===== src/rtl/data_mem_arbiter_pkg.sv =====
// Shared state encoding and constants for data_mem_arbiter and its picker.
package data_mem_arb_pkg;

    typedef enum logic {
        IDLE   = 1'b0,
        ACCESS = 1'b1
    } arb_state_t;

    localparam int READ_EN_BIT            = 3;
    localparam int WRITE_EN_BIT           = 2;
    localparam int READ_CTRL_W            = 4;
    localparam int WRITE_CTRL_W           = 3;
    localparam int DEFAULT_TIMEOUT_CYCLES = 255;

endpackage


===== src/rtl/data_mem_arbiter_picker.sv =====
// Combinational round-robin picker: first requester searching upward from last_grant+1, wrapping.
module round_robin_picker
    import data_mem_arb_pkg::*;
#(
    parameter int NUM_PORTS = 4,
    parameter int IDX_W     = 2
) (
    input  logic [NUM_PORTS-1:0] req,
    input  logic [IDX_W-1:0]     last_grant,
    output logic                 valid,
    output logic [IDX_W-1:0]     grant
);

    localparam int SUM_W = IDX_W + 2;

    logic [SUM_W-1:0] cand;

    // Visit every port once in priority order; the first hit wins.
    always_comb begin
        valid = 1'b0;
        grant = '0;
        cand  = '0;
        for (int k = 1; k <= NUM_PORTS; k++) begin
            cand = SUM_W'(last_grant) + SUM_W'(k);
            if (cand >= SUM_W'(NUM_PORTS)) begin
                cand = cand - SUM_W'(NUM_PORTS);
            end
            if (!valid && req[cand[IDX_W-1:0]]) begin
                valid = 1'b1;
                grant = cand[IDX_W-1:0];
            end
        end
    end

endmodule


===== src/rtl/data_mem_arbiter.sv =====
// Round-robin sharing of one data-memory port among NUM_PORTS cores, stalling losers via busywait.
// Optional ACCESS timeout with sticky per-port ARB_ERROR flags: define DATA_MEM_ARB_TIMEOUT_EN.
module data_mem_arbiter
    import data_mem_arb_pkg::*;
#(
    parameter int NUM_PORTS      = 4,
    parameter int TIMEOUT_CYCLES = DEFAULT_TIMEOUT_CYCLES
) (
    input  logic                              CLK,
    input  logic                              RESET,
    input  logic [READ_CTRL_W*NUM_PORTS-1:0]  REQ_READ,
    input  logic [WRITE_CTRL_W*NUM_PORTS-1:0] REQ_WRITE,
    input  logic [32*NUM_PORTS-1:0]           REQ_ADDR,
    input  logic [32*NUM_PORTS-1:0]           REQ_WRITE_DATA,
    output logic [32*NUM_PORTS-1:0]           REQ_READ_DATA,
    output logic [NUM_PORTS-1:0]              REQ_BUSYWAIT,
    output logic [READ_CTRL_W-1:0]            MEM_READ,
    output logic [WRITE_CTRL_W-1:0]           MEM_WRITE,
    output logic [31:0]                       MEM_ADDR,
    output logic [31:0]                       MEM_WRITE_DATA,
    input  logic [31:0]                       MEM_READ_DATA,
    input  logic                              MEM_BUSYWAIT,
    output logic [NUM_PORTS-1:0]              ARB_ERROR
);

    localparam int IDX_W = (NUM_PORTS > 1) ? $clog2(NUM_PORTS) : 1;

    arb_state_t             state, next_state;
    logic [IDX_W-1:0]       grant, next_grant;
    logic [IDX_W-1:0]       last_grant, next_last_grant;
    logic [NUM_PORTS-1:0]   req;
    logic                   pick_valid;
    logic [IDX_W-1:0]       pick_grant;
    logic                   timeout_hit;

    logic [READ_CTRL_W-1:0]  port_read  [NUM_PORTS];
    logic [WRITE_CTRL_W-1:0] port_write [NUM_PORTS];
    logic [31:0]             port_addr  [NUM_PORTS];
    logic [31:0]             port_wdata [NUM_PORTS];
    logic [31:0]             port_rdata [NUM_PORTS];

    for (genvar i = 0; i < NUM_PORTS; i++) begin : g_port
        assign port_read[i]  = REQ_READ[i*READ_CTRL_W +: READ_CTRL_W];
        assign port_write[i] = REQ_WRITE[i*WRITE_CTRL_W +: WRITE_CTRL_W];
        assign port_addr[i]  = REQ_ADDR[i*32 +: 32];
        assign port_wdata[i] = REQ_WRITE_DATA[i*32 +: 32];
        assign req[i]        = port_read[i][READ_EN_BIT] | port_write[i][WRITE_EN_BIT];
        assign REQ_READ_DATA[i*32 +: 32] = port_rdata[i];
    end

    round_robin_picker #(
        .NUM_PORTS (NUM_PORTS),
        .IDX_W     (IDX_W)
    ) u_picker (
        .req        (req),
        .last_grant (last_grant),
        .valid      (pick_valid),
        .grant      (pick_grant)
    );

`ifdef DATA_MEM_ARB_TIMEOUT_EN
    logic [15:0]          timer;
    logic [NUM_PORTS-1:0] error;

    // Timer counts ACCESS cycles already spent; it reads 0 in the first ACCESS cycle.
    always_ff @(posedge CLK) begin
        if (RESET) begin
            timer <= '0;
            error <= '0;
        end else begin
            timer <= (state == ACCESS) ? timer + 16'd1 : 16'd0;
            if (timeout_hit) begin
                error[grant] <= 1'b1;
            end
        end
    end

    assign ARB_ERROR = error;
`else
    wire unused_timeout = (TIMEOUT_CYCLES != 0);

    assign ARB_ERROR = '0;
`endif

    always_ff @(posedge CLK) begin
        if (RESET) begin
            state      <= IDLE;
            grant      <= '0;
            last_grant <= IDX_W'(NUM_PORTS - 1);
        end else begin
            state      <= next_state;
            grant      <= next_grant;
            last_grant <= next_last_grant;
        end
    end

    // A reset cycle or a dropped request silences the memory command immediately.
    always_comb begin
        next_state      = state;
        next_grant      = grant;
        next_last_grant = last_grant;
        MEM_READ        = '0;
        MEM_WRITE       = '0;
        MEM_ADDR        = '0;
        MEM_WRITE_DATA  = '0;
        REQ_BUSYWAIT    = req;
        timeout_hit     = 1'b0;
        for (int i = 0; i < NUM_PORTS; i++) begin
            port_rdata[i] = '0;
        end
        case (state)
            IDLE: begin
                if (pick_valid) begin
                    next_state = ACCESS;
                    next_grant = pick_grant;
                end
            end
            ACCESS: begin
                if (req[grant] && !RESET) begin
                    MEM_READ       = port_read[grant];
                    MEM_WRITE      = port_write[grant];
                    MEM_ADDR       = port_addr[grant];
                    MEM_WRITE_DATA = port_wdata[grant];
                    if (!MEM_BUSYWAIT) begin
                        REQ_BUSYWAIT[grant] = 1'b0;
                        port_rdata[grant]   = MEM_READ_DATA;
                        next_state          = IDLE;
                        next_last_grant     = grant;
                    end
`ifdef DATA_MEM_ARB_TIMEOUT_EN
                    else if (timer == 16'(TIMEOUT_CYCLES - 1)) begin
                        timeout_hit         = 1'b1;
                        REQ_BUSYWAIT[grant] = 1'b0;
                        next_state          = IDLE;
                        next_last_grant     = grant;
                    end
`endif
                end else begin
                    next_state      = IDLE;
                    next_last_grant = grant;
                end
            end
            default: next_state = IDLE;
        endcase
    end

endmodule


===== config.mk =====
export PLATFORM = sky130hd
export DESIGN_NAME = data_mem_arbiter
export DESIGN_NICKNAME = d
export VERILOG_FILES = /design/src/rtl/data_mem_arbiter_pkg.sv /design/src/rtl/data_mem_arbiter_picker.sv /design/src/rtl/data_mem_arbiter.sv
export SDC_FILE = /design/constraint.sdc
export NUM_CORES = 1
export LEC_CHECK = 0
export ABC_AREA = 1
export CAP_MARGIN = 5
export CELL_PAD_IN_SITES_DETAIL_PLACEMENT = 0
export CELL_PAD_IN_SITES_GLOBAL_PLACEMENT = 1
export CORE_AREA = 2 2 204 206
export CTS_BUF_LIST = sky130_fd_sc_hd__clkbuf_4
export DETAILED_ROUTE_END_ITERATION = 10
export DIE_AREA = 0 0 206 208
export PLACE_DENSITY_LB_ADDON = 0.3
export SYNTH_ARGS = -nofsm -noshare
export SYNTH_HDL_FRONTEND = slang
export SYNTH_SLANG_ARGS = --single-unit
export TNS_END_PERCENT = 100

===== constraint.sdc =====
create_clock -name CLK -period 1.8 [get_ports CLK]
set_input_delay 0.27 -clock CLK [delete_from_list [all_inputs] [get_ports CLK]]
set_output_delay 0.27 -clock CLK [all_outputs]
set_load 0.01 [all_outputs]

Word-level counts from Yosys, hierarchy flattened
Cells that the tools add are included.

operators by class
  equal/unequal tests = 1
  muxes and demuxes = 58
  order comparisons = 12
  bitwise logic cells = 9
  add/subtract/negate cells = 8
  reduce and logical (&&, ||, !) cells = 12

operator list
  cell                   number
  $mux W128              3
  $mux W32               9
  $and A128 B128 Y128    1
  $bmux W32 S2           2
  $demux W32 S2          1
  $mux W4                7
  $mux W2                10
  $lt A2 B3 Y1 const B   5
  $mux W1                13
  $ge A3 B3 Y1 const B   4
  $mux W3                4
  $bmux W1 S2            5
  $bmux W4 S2            1
  $sub A2 B1 Y2 const B  4
  $add A2 B2 Y3 const B  2
  $bmux W3 S2            1
  $logic_and A1 B1 Y1    6
  $add A2 B3 Y4 const B  1
  $and A4 B4 Y4          1
  $ge A4 B3 Y1 const B   1
  $logic_not A1 Y1       4
  $not A4 Y4             1
  $or A1 B1 Y1           4
  $reduce_and A2 Y1      2
  8 further kinds        8

storage, ports and cells
  logic and storage cells = 103
  flip-flop bits (word level) = 5

Logic depth before layout (Yosys ltp)
Gate-level depths: netlist (run 1).

  depth after elaboration = 17
  mapped depth = 12
  gate-level depth less buffers = 11

Hierarchy
From an unflattened synthesis (run 1), not the netlist that was laid out.

second synthesis, totals
  cells, all modules = 687
  area total of the unflattened synthesis = 3469.6 um^2

by module, submodules not included
  module              area an instance (um^2)  instances  cells each
  data_mem_arbiter    3179.3                   1          638
  round_robin_picker  290.3                    1          49

Least setup slack after synthesis (run 1)
Ideal clock, no wire load.

  path kind = register to output
  from = reg grant[1]
  to = out MEM_WRITE_DATA[10]
  stages on the path, launching flop included = 9
  path buffers = 1
  slack = 207 ps
  data arrival time = 1323 ps
  cell sequence = dfxtp_1 nand2_1 inv_2 a22oi_2 nand2_4 nor2_4 inv_4 buf_6 a21oi_1

on the way
  cells in the longest elaborated chain, start to end = 6
  elaborated cells on any way between the ends = 9
  classes of those cells = 7 x mux; 1 x bitwise; 1 x reduce/logical

RTL lines
  what                                          line                     text
  start, declared                               data_mem_arbiter.sv:29   logic [IDX_W-1:0] grant, next_grant;
  start signal, assigned                        data_mem_arbiter.sv:92   grant <= next_grant;
  $not A2 Y3 (not written as such)              data_mem_arbiter.sv:123  MEM_WRITE_DATA = port_wdata[grant];
  $bmux W32 S2                                  data_mem_arbiter.sv:123
  $mux W32 (not written as such) (2 in series)  data_mem_arbiter.sv:123
  $mux W32 (*)                                  data_mem_arbiter.sv:119  if (req[grant] && !RESET) begin
  $mux W32 (*)                                  data_mem_arbiter.sv:111  case (state)
  end, declared                                 data_mem_arbiter.sv:20   output logic [31:0] MEM_WRITE_DATA,

Every way passes the cells marked *; elsewhere a longest branch is shown, timed or not. The select of a mux whose other input is x is not followed.

Worst setup path after layout (run 1)
  from = reg grant[1]
  to = out REQ_READ_DATA[10]

on the way
  cells in the longest elaborated chain, start to end = 9
  elaborated cells on any way between the ends = 13
  classes of those cells = 2 x order compare; 7 x mux; 2 x bitwise; 2 x reduce/logical

RTL lines
  what                                                                       line                     text
  $not A2 Y3 (not written as such)                                           data_mem_arbiter.sv:126  port_rdata[grant] = MEM_READ_DATA;
  $ge A3 B3 Y1 (not written as such) / $lt A3 B1 Y1 (equally long branches)  data_mem_arbiter.sv:126
  $logic_and A1 B1 Y1 (not written as such)                                  data_mem_arbiter.sv:126
  $mux W32 (not written as such)                                             data_mem_arbiter.sv:126
  $demux W32 S2                                                              data_mem_arbiter.sv:126
  $and A128 B128 Y128 (no source line)                                       --
  $mux W128                                                                  data_mem_arbiter.sv:124  if (!MEM_BUSYWAIT) begin
  $mux W128 (*)                                                              data_mem_arbiter.sv:119
  $mux W128 (*)                                                              data_mem_arbiter.sv:111
  end, declared                                                              data_mem_arbiter.sv:15   output logic [32*NUM_PORTS-1:0] REQ_READ_DATA,

Marks and branches as above.

==> results.cfg, run 1 <==
[yosys]
yosys_register_bits = 5
synthCells = 538
yosysSeqAreaShare_pct = 3.13
yosys_warnings = 0
synth_cell_types = 28
avgSynthCellArea_um2 = 5.94
netlist_area_um2 = 3190

[sta]
fin_skew_ns = 0.00120
rsz0062_at_grt = yes
max_freq_mhz = 450
setup_ws_ns = -0.424
finalSetupViolCount = 203
drv_slew = 0
hold_viol = 0
period_minus_slack_ns = 2.22
fin_crit_sh_pct = 124

[clock_tree]
cts-root-buf = clkbuf_4
cts_tree = yes
cts.sinks = 5
clockBufferDepth = 2
cts.clk_slew.worst_paths_ns = 0.05
cts_buffers = 3
h-tree-depth = 1
clkLatencyLatePin_ns = 0.24

[setup_path]
crit_path_end_kind = primary output
path_class = flop to primary output
required_ns = 1.53
arrival_ns = 1.95
crit_path_start_kind = flop
path_max_fanout = 5

[power_and_ir_drop]
total_power_mw = 3.95
p_leak_nw = 4.57
vdd_ir_drop_max_mv = 0.267
powerDensity_nw_per_um2 = 368

[place]
io_buffers = 521
place_congestion = 0.839
place_hpwl_um = 24900
dpl_cell_area_um2 = 9490

[floorplanning]
die_area_um2 = 42800
io_pins = 526
coreArea_um2 = 40600
start_util_pct = 7.88
die_width_um = 206
die_y_um = 208
placementRows = 74

[global_route]
grt_max_degree = 37
antenna_found_initial = 4
track_usage_pct = 13.4
grt_pass1_wl_um = 42800
grt_pass1_vias = 6521
grt-ovfl-total = 0

[detailed_routing]
wl_um = 31800
drtIter0Drc = 260
wire_per_inst_um = 18.9
post-route-drc-count = 0
first_pass_iters = 5
drt.antenna.violating_nets = 0
routed_via_density = 3.86
num_vias = 6499

[status]
violations = negative setup slack
status = finished with violations

[cells_and_area]
fin_nets = 1469
area_growth_pct = 236
drive_gt1_share_pct = 48.1
n_fill_cell = 4484
fin_area_um2 = 10700
final_cell_mix = clkdlybuf4s50_1, buf_2, a22oi_1, buf_6
layout_commonest_cell = clkdlybuf4s50_1

[min_path]
hp-class = primary input to flop

[job]
cap_violations = 0
[metal layers]
metal	track usage [%]	wire length [µm]	vias up
li1	-	-	3133
met1	15.4	11800	2981
met2	25.2	16500	363
met3	2.55	2900	22
met4	3.13	531	0
met5	0	0	-
[metrics by stage]
stage          util (%)  setup slack, ns  hold WS, ns  std cells  TNS [ns]
3_3_place_gp       23.4            -1.05        0.640       1621   -167.74
4_1_cts            24.3           -0.490        0.584       1676    -69.54
2_1_floorplan         -            0.207        0.339        541         0
5_1_grt            26.5           -0.503        0.597       1685    -78.38
6_report           26.5           -0.424        0.551       1685    -61.43
3_5_place_dp       23.4            -1.04        0.647       1621   -169.50
[logic make-up after synthesis]
kind of cell	synth area share, %
compound gates	50.9
simple gates	28.2
other cells	0.117
buf+inv	17.6
flops	3.13
[sequential cells by signal, summed over array words and instances, names as in the netlist]
signal,flops
grant,2
last_grant,2
state,1
[worst max-delay path, cell delays in order, from the launching register on]
cell,delay (ns)
dfxtp_4,0.36
nand2_2,0.06
inv_2,0.04
a22oi_2,0.22
nand2_4,0.11
buf_12,0.15
inv_12,0.06
nand3_4,0.14
buf_12,0.18
clkbuf_16,0.16
nor2_2,0.08
buf_2,0.14
[path summary, 6_finish.rpt]
| kind | start | end | slack (ns) | depth (start not counted) |
|---|---|---|---|---|
| setup / recovery | grant[1] | REQ_READ_DATA[10] | -0.42 | 11 |
| hold reg to reg | last_grant[0] | last_grant[0] | 0.65 | 2 |
| hold / removal | RESET | state | 0.55 | 3 |
| setup reg to reg | last_grant[0] | grant[0] | 0.15 | 9 |
[power breakdown]
group          switching (mW)  internal [mW]  leakage (nW)  total (mW)
Clock                  0.0496         0.0991        0.0184       0.149
Combinational            1.79           1.86          4.51        3.64
Sequential             0.0282          0.132        0.0426       0.160
[final cells by class]
class / count / area (µm²) / share of cell area (%)
flip-flops and latches: 5 / 105 / 0.979
clock buffers: 4 / 30.0 / 0.280
well taps: 532 / 666 / 6.20
repair buffers: 656 / 6360 / 59.3
multi-input cells: 432 / 3340 / 31.1
diodes: 4 / 10.0 / 0.0933
inverters: 52 / 218 / 2.03
[synth_stat cells]
cell	number	area, µm²
a21oi_2	32	280
inv_2	7	26.3
nor2_4	4	45.0
a22oi_2	1	12.5
nand3_4	4	70.1
conb_1	1	3.75
buf_4	4	30.0
nor2_2	11	68.8
o21ai_2	1	8.76
a21oi_1	45	225
nand4_1	1	6.26
nand2_2	2	12.5
a22oi_1	142	1070
clkbuf_1	24	90.1
nor2_1	126	473
buf_6	20	225
nand3_1	11	55.1
o21ai_1	1	5.00
nand3_2	1	10.0
nand2_1	40	150
buf_1	4	15.0
inv_1	43	161
inv_6	1	8.76
inv_4	1	6.26
o21ai_0	4	20.0
nand2_4	1	11.3
a21boi_0	1	7.51
dfxtp_1	5	100
[timing repair]
action | 4_1_cts | 5_1_grt
hold buffers | 0 | 0
cloned | 11 | 4
pin swaps | 5 | 7
gates resized for setup | 961 | 247
buffers inserted | 41 | 15
setup endpoints to repair | 205 | 203
No activity file was read; power rests on OpenSTA's default activity.
==> inputs of run 2 (changes only) <==
- CTS_CLUSTER_SIZE: not set -> 28
==> results of run 2 <==
The final DEF is identical to that of run 1; final timing and power are the same.
